[config.mk]
export PLATFORM = sky130hd
export DESIGN_NAME = led_breathe
export DESIGN_NICKNAME = d
export VERILOG_FILES = /design/src/rtl/led_breathe.sv
export SDC_FILE = /design/constraint.sdc
export NUM_CORES = 1
export LEC_CHECK = 0
export CAP_MARGIN = 0
export CORE_MARGIN = 3
export CORE_UTILIZATION = 64
export DETAILED_ROUTE_END_ITERATION = 6
export GPL_ROUTABILITY_DRIVEN = 0
export PLACE_DENSITY = 0.87
export RECOVER_POWER = 50
export SLEW_MARGIN = 20
export SYNTH_ARGS = -nofsm -noshare
export SYNTH_HDL_FRONTEND = slang
export SYNTH_SLANG_ARGS = --single-unit
export TNS_END_PERCENT = 5
[constraint.sdc]
create_clock -name clk -period 5.8 [get_ports clk]
set_input_delay 1.16 -clock clk [delete_from_list [all_inputs] [get_ports clk]]
set_output_delay 1.16 -clock clk [all_outputs]
set_load 0.02 [all_outputs]
[src/rtl/led_breathe.sv]
// LED breathing PWM: ramps brightness up, holds, ramps down, holds, repeats.
// Define LED_BREATHE_GAMMA_EN to map level to duty through (level*level)>>N.
module led_breathe #(
  parameter int unsigned PWM_BITS     = 8,
  parameter int unsigned STEP_PERIODS = 4,
  parameter int unsigned HOLD_PERIODS = 64
) (
  input  logic                clk,
  input  logic                rst,
  input  logic                en,
  output logic                led,
  output logic [PWM_BITS-1:0] level,
  output logic [2:0]          phase,
  output logic                period_start
);

  typedef enum logic [2:0] {
    IDLE      = 3'd0,
    RAMP_UP   = 3'd1,
    HOLD_HIGH = 3'd2,
    RAMP_DOWN = 3'd3,
    HOLD_LOW  = 3'd4
  } state_e;

  localparam logic [PWM_BITS-1:0] LVL_MAX   = '1;
  localparam logic [15:0]         STEP_LAST = 16'(STEP_PERIODS - 1);
  localparam logic [15:0]         HOLD_LAST = 16'(HOLD_PERIODS - 1);

  state_e              state_q, state_d;
  logic [PWM_BITS-1:0] pwm_cnt_q, pwm_cnt_d;
  logic [PWM_BITS-1:0] level_q, level_d;
  logic [PWM_BITS-1:0] duty_q, duty_d;
  logic [15:0]         step_cnt_q, step_cnt_d;
  logic                led_q, led_d;

  logic [PWM_BITS-1:0] duty_map;
  logic [PWM_BITS-1:0] duty_now;
  logic                period_end;

`ifdef LED_BREATHE_GAMMA_EN
  logic [2*PWM_BITS-1:0] lvl_ext;
  logic [2*PWM_BITS-1:0] lvl_sq;

  always_comb begin
    lvl_ext  = {{PWM_BITS{1'b0}}, level_q};
    lvl_sq   = lvl_ext * lvl_ext;
    duty_map = PWM_BITS'(lvl_sq >> PWM_BITS);
  end
`else
  always_comb begin
    duty_map = level_q;
  end
`endif

  always_ff @(posedge clk) begin
    if (rst) begin
      state_q    <= IDLE;
      pwm_cnt_q  <= '0;
      level_q    <= '0;
      duty_q     <= '0;
      step_cnt_q <= '0;
      led_q      <= 1'b0;
    end else begin
      state_q    <= state_d;
      pwm_cnt_q  <= pwm_cnt_d;
      level_q    <= level_d;
      duty_q     <= duty_d;
      step_cnt_q <= step_cnt_d;
      led_q      <= led_d;
    end
  end

  always_comb begin
    state_d      = state_q;
    pwm_cnt_d    = pwm_cnt_q;
    level_d      = level_q;
    duty_d       = duty_q;
    step_cnt_d   = step_cnt_q;
    led_d        = 1'b0;
    period_start = (state_q != IDLE) && (pwm_cnt_q == '0);
    period_end   = (pwm_cnt_q == '1);
    // The compare on the first cycle of a period must already use the new duty.
    duty_now     = period_start ? duty_map : duty_q;

    if (state_q == IDLE) begin
      pwm_cnt_d  = '0;
      level_d    = '0;
      duty_d     = '0;
      step_cnt_d = '0;
      if (en) state_d = RAMP_UP;
    end else begin
      pwm_cnt_d = pwm_cnt_q + 1'b1;
      if (period_start) duty_d = duty_map;
      led_d = (pwm_cnt_q < duty_now);

      if (period_end) begin
        case (state_q)
          RAMP_UP: begin
            if (step_cnt_q >= STEP_LAST) begin
              step_cnt_d = '0;
              if (level_q != LVL_MAX) level_d = level_q + 1'b1;
              if (level_q >= LVL_MAX - 1'b1) state_d = HOLD_HIGH;
            end else begin
              step_cnt_d = step_cnt_q + 1'b1;
            end
          end
          HOLD_HIGH: begin
            if (step_cnt_q >= HOLD_LAST) state_d = RAMP_DOWN;
            else step_cnt_d = step_cnt_q + 1'b1;
          end
          RAMP_DOWN: begin
            if (step_cnt_q >= STEP_LAST) begin
              step_cnt_d = '0;
              if (level_q != '0) level_d = level_q - 1'b1;
              if (level_q <= 1) state_d = HOLD_LOW;
            end else begin
              step_cnt_d = step_cnt_q + 1'b1;
            end
          end
          HOLD_LOW: begin
            if (step_cnt_q >= HOLD_LAST) state_d = RAMP_UP;
            else step_cnt_d = step_cnt_q + 1'b1;
          end
          default: state_d = IDLE;
        endcase
      end

      if (state_d != state_q) step_cnt_d = '0;
    end

    // Disable wins over any boundary transition and darkens the LED immediately.
    if (!en) begin
      state_d    = IDLE;
      pwm_cnt_d  = '0;
      level_d    = '0;
      duty_d     = '0;
      step_cnt_d = '0;
      led_d      = 1'b0;
    end
  end

  assign led   = led_q;
  assign level = level_q;
  assign phase = state_q;

endmodule

---- After elaboration in Yosys (flattened, before gate mapping) ----
Index checks and enable logic that the tools add are counted.
cells by class
  bitwise operators ....................... 1
  equal/unequal tests ..................... 12
  multiply operators ...................... 0
  order comparisons ....................... 5
  reduce and logical (&&, ||, !) cells .... 14
  $add $sub $neg .......................... 4
  divide/modulo/power cells ............... 0
  mux-type cells .......................... 19
  shift-type cells ........................ 0
operator list
  operator                                               number
  two-way mux 8 bit                                      5
  two-way mux 16 bit                                     2
  one-hot mux 16 bit (2 select lines)                    1
  two-way mux 3 bit                                      8
  adder 16 x 1 -> 16 bit (second input constant)         1
  adder 8 x 1 -> 8 bit (second input constant)           2
  >= comparator 16 x 2 -> 1 bit (second input constant)  1
  >= comparator 16 x 6 -> 1 bit (second input constant)  1
  one-hot mux 8 bit (2 select lines)                     1
  one-hot mux 3 bit (4 select lines)                     1
  inequality test 2 bit (second input constant)          5
  == test 8 bit (second input constant)                  1
  >= comparator 8 bit (second input constant)            1
  <= comparator 8 x 1 -> 1 bit (second input constant)   1
  logical NOT 8 bit                                      1
  less-than comparator 8 bit                             1
  inequality test 8 bit (second input constant)          1
  nonzero test 8 bit                                     1
  subtractor 8 x 1 -> 8 bit (second input constant)      1
  == test 3 x 2 -> 1 bit (second input constant)         2
  AND reduction 6 bit                                    1
  OR reduction 2 bit                                     3
  nonzero test 2 bit                                     2
  OR reduction 4 bit                                     1
  other kinds (10)                                       10
storage, ports and cells
  memory bits (writable) .................. 0
  logic and storage cells ................. 62
  ROM bits ................................ 0
  memories kept ........................... 0
  register bits after elaboration ......... 44
  bits of input ports ..................... 3
  bits in latches ......................... 0

---- Longest topological paths before layout ----
  word-level depth ........................ 8
  gate-level depth with buffers ........... 13
  gate-level depth less buffers ........... 12

---- Worst setup path after synthesis ----
No wires, ideal clock.
  kind .................................... reg2reg
  start point ............................. register state_q[1] (netlist: phase[1])
  end point ............................... register led_q (netlist: led)
  stages on the path, launching flop included .. 12
  library setup time ...................... 0.058 ns
  slack ................................... 3.249 ns
  clock period less this slack ............ 2.551 ns
  arrival time ............................ 2.493 ns
  buffers on the path ..................... 1
  path through ............................ dfxtp_1 > or3_1 > nand3_1 > buf_2 > mux2i_1 > ha_1 > a21o_1 > a21o_1 > a211o_1 > a41oi_1 > nor2_1 > nand2_1
between the ends
  cells in the longest elaborated chain, start to end .. 4
  elaborated cells on any way between the ends .. 6
  those cells by class .................... order compare (1); mux (1); reduce/logical (4)
RTL lines
  what                        RTL line  RTL
  start, declared             29        state_e state_q, state_d;
  start signal, assigned      64        state_q <= state_d;
  nonzero test 3 bit          80        period_start = (state_q != IDLE) && (pwm_cnt_q == '0);
  logical AND 1 bit           80
  two-way mux 8 bit           -
  less-than comparator 8 bit  94        led_d = (pwm_cnt_q < duty_now);
  end signal, assigned        69        led_q <= led_d;
  end, declared               34        logic led_q, led_d;
Parallel ways exist; a longest one is shown, timed or not.
A chain may end at the register's enable or synchronous reset.

---- Final worst setup path ----
  start point ............................. input port rst
  end point ............................... register step_cnt_q[3]
between the ends
  cells in the longest elaborated chain, start to end .. 1
RTL lines
  what                                 RTL line  RTL
  start, declared                      9         input logic rst,
  OR reduction 4 bit (no source line)  -
  end signal, assigned                 68        step_cnt_q <= step_cnt_d;
  end, declared                        33        logic [15:0] step_cnt_q, step_cnt_d;
No other way between the ends.

==> summary.txt <==
Critical path
  • Worst setup EP type: register
  • Largest fanout on the critical path: 27
  • Critical path arrival: 3.69 ns
  • Crit path kind: input pin to register
  • Startpoint Class: input pin
  • Worst endpoint required time: 5.97 ns

Timing
  • Final worst setup slack: 2.28 ns
  • Setup TNS: 0 ns
  • Final slew viol count: 0
  • Final setup vio count: 0
  • RSZ-0062 raised after global routing: false
  • Clk_skew: about 0.0035 ns
  • Max Clk Rate: 284 MHz
  • Period minus WS final: roughly 3.5 ns
  • Slew headroom: 0.187
  • Final hold vios: 0
  • Worst slew pin tran: 1.22 ns
  • Tcrit/Tclk final: 0.607

GRT
  • Overall Global Routing Usage: 0.225
  • Vias in the first global route: 1968
  • GRT overflow: 0
  • Initial antenna violation count: 0
  • Largest net degree at the start of global routing: 28
  • First-pass GRT wire length: 9030 um

CTS
  • Worst-Skew Late Latency: 0.29 ns
  • CTS buffer count: 5
  • H-Tree Depth: 2
  • Clock Sinks: 44
  • Clk buf depth: 2
  • CTS tree: yes
  • PostCTS Resize Cnt: 0
  • Clk pin slew, worst setup/hold paths: roughly 0.08 ns
  • CTS root buf: clkbuf_8
  • Post-CTS setup buffer count: 0
  • Post-cts hold buffer count: 0

Synthesis
  • Compound-Gate Fraction of Synth Area: 0.106
  • Post-synthesis async set-or-reset flop share: 0
  • Post-Synth Simple-Gate Area: 0.314
  • Sequential share of the synthesized area: 0.344
  • Area share of xor/xnor cells in the synthesized design: 0.0889
  • Area share of the largest cell type after synthesis: 0.344
  • List of most frequent post-synthesis cells: nor2_1, dfxtp_1, xnor2_1
  • Seq cells post-synth: 44
  • Portion of netlist area occupied by mux cells: 0.0313
  • Post-Synthesis Cells: approximately 290
  • Number of synthesized flops with an enable pin: 0
  • Distinct cells, synth: 52
  • Primary FF master, synth: dfxtp_1
  • Largest family of logic cells by synthesized area: simple AND/OR/NAND/NOR gates
  • Synth area leader: dfxtp_1
  • Avg Inst Size Synth: 8.87 um2
  • Syn Std Cell Area: 2560 um2
  • Adder-Cell Fraction of Synth Area: 0.0732
  • YS warnings: 0
  • Cell with the most instances after synthesis: nor2_1
  • Syn Nets: 307
  • Top post-synthesis cells by area: dfxtp_1, xnor2_1, ha_1

Finish
  • Share of cells above drive strength 1: 0.0872
  • Total inserted antenna cells: 0
  • Utilization after layout: 0.737
  • Syn-to-layout area delta: 8.50%
  • Nets: between 300 and 400

Pwr
  • Clock Power Share: 0.378
  • Total power: approximately 520 uW
  • Seq pwr share: 0.590
  • Comb power frac: 0.033
  • Max IR drop VDD: 149 uV
  • Leakage: ~1.0 nW
  • Sw Ratio: 0.212
  • Pint: 406 uW
  • Switch Pwr: 109 uW
  • PwrDens: between 150 and 200 nW/um2

Drt
  • Antenna Nets Post-Route: 0
  • Post-Route WL: between 4000 and 5000 um
  • Drc violations: 0
  • Via-to-Cell Ratio: 5.91
  • 1st-iter DRT viols: 178
  • Total number of vias: 2045
  • Wirelength per Cell: roughly 14 um
  • Pre-Repair DR Iteration Count: 4

Floorplanning
  • I/O Pins: 16
  • Number of placement rows: 22
  • Starting density of the core: 0.679
  • Die H: 69.3 um
  • Die W: 69.3 um
  • Core area: ~3800 um2
  • Die Footprint: ~4800 um2

Flow run
  • Max-Cap Viols: 0

Placement
  • Post-DP HPWL: ~3500 um
  • # port buffers: 15
  • Dpl ws: between 2 and 3 ns

Status
  • Status: finished clean

Hold path
  • Hold Crit Class: register to register
cell usage in the layout (no fill, tap or decap), types with 3 or more instances in the layout:
| cell | n |
|---|---|
| a21oi_1 | 11 |
| a41oi_1 | 3 |
| and3_1 | 10 |
| clkbuf_1 | 3 |
| clkbuf_8 | 6 |
| clkdlybuf4s50_1 | 13 |
| dfxtp_1 | 44 |
| ha_1 | 15 |
| inv_1 | 6 |
| mux2i_1 | 8 |
| nand2_1 | 11 |
| nand2b_1 | 4 |
| nand3_1 | 7 |
| nand4_1 | 6 |
| nor2_1 | 45 |
| nor2_4 | 10 |
| nor2b_1 | 4 |
| nor3_1 | 18 |
| nor4_1 | 5 |
| o21ai_0 | 6 |
| xnor2_1 | 22 |
| xor2_1 | 4 |
per-stage QoR:
| step | instances | area (um2) | hold slack, ns |
|---|---|---|---|
| after floorplan | 289 | 2560 | 0.438 |
| after global placement | 338 | 2690 | 0.454 |
| after detailed placement | 338 | 2690 | 0.471 |
| after CTS | 346 | 2780 | 0.487 |
| after global routing | 346 | 2780 | 0.529 |
| final | 346 | 2780 | 0.484 |
power by group through the flow:
| stage | combinational (mW) | clock [mW] | sequential [mW] |
|---|---|---|---|
| floorplan | 0.0134 | 0 | 0.310 |
| global placement | 0.0167 | 0 | 0.311 |
| detailed placement | 0.0171 | 0 | 0.311 |
| CTS | 0.0172 | 0.199 | 0.304 |
| global route | 0.0185 | 0.210 | 0.304 |
| finish | 0.0169 | 0.195 | 0.304 |
critical path: stages:
cell and delay, ns:
dlygate4sd3_1 0.52, nand2b_1 0.11, nand2b_1 0.10, clkbuf_1 0.90, inv_1 0.17, o211ai_1 0.20, a311o_4 0.43, nor2_1 0.10
layout make-up:
class | count | area (um2)
Fill cell | 301 | 991
Timing Repair Buffer | 16 | 154
Sequential cell | 44 | 881
Clock buffer | 8 | 90.1
Tap cell | 48 | 60.1
Multi-Input combinational cell | 224 | 1570
Inverter | 6 | 22.5
layer usage:
metal / wire length [um] / GRT usage
met5: 0 / 0
met4: 78 / 0.0803
met3: 237 / 0.0464
met2: 2250 / 0.333
met1: 2410 / 0.324
sequential cells by signal, indices dropped and copies added (netlist names):
name	cells
duty_q	8
led	1
level	8
phase	3
pwm_cnt_q	8
step_cnt_q	16
kinds of logic after synthesis:
group,Yosys count
adders and majority gates,15
muxes,8
buffers and inverters,21
DFF,44
and+or+nand+nor,138
xor gates and xnor gates,26
AOI/OAI and AO/OA,37
worst paths after layout:
check	start	to	slack [ns]	depth (start not counted)
worst min register to register	pwm_cnt_q[0]	pwm_cnt_q[0]	0.48	1
worst max register to register	phase[1]	led	2.78	10
worst max-delay path	rst	step_cnt_q[3]	2.28	8
worst min-delay path	pwm_cnt_q[0]	pwm_cnt_q[0]	0.48	1
No activity file was read; power rests on OpenSTA's default activity.
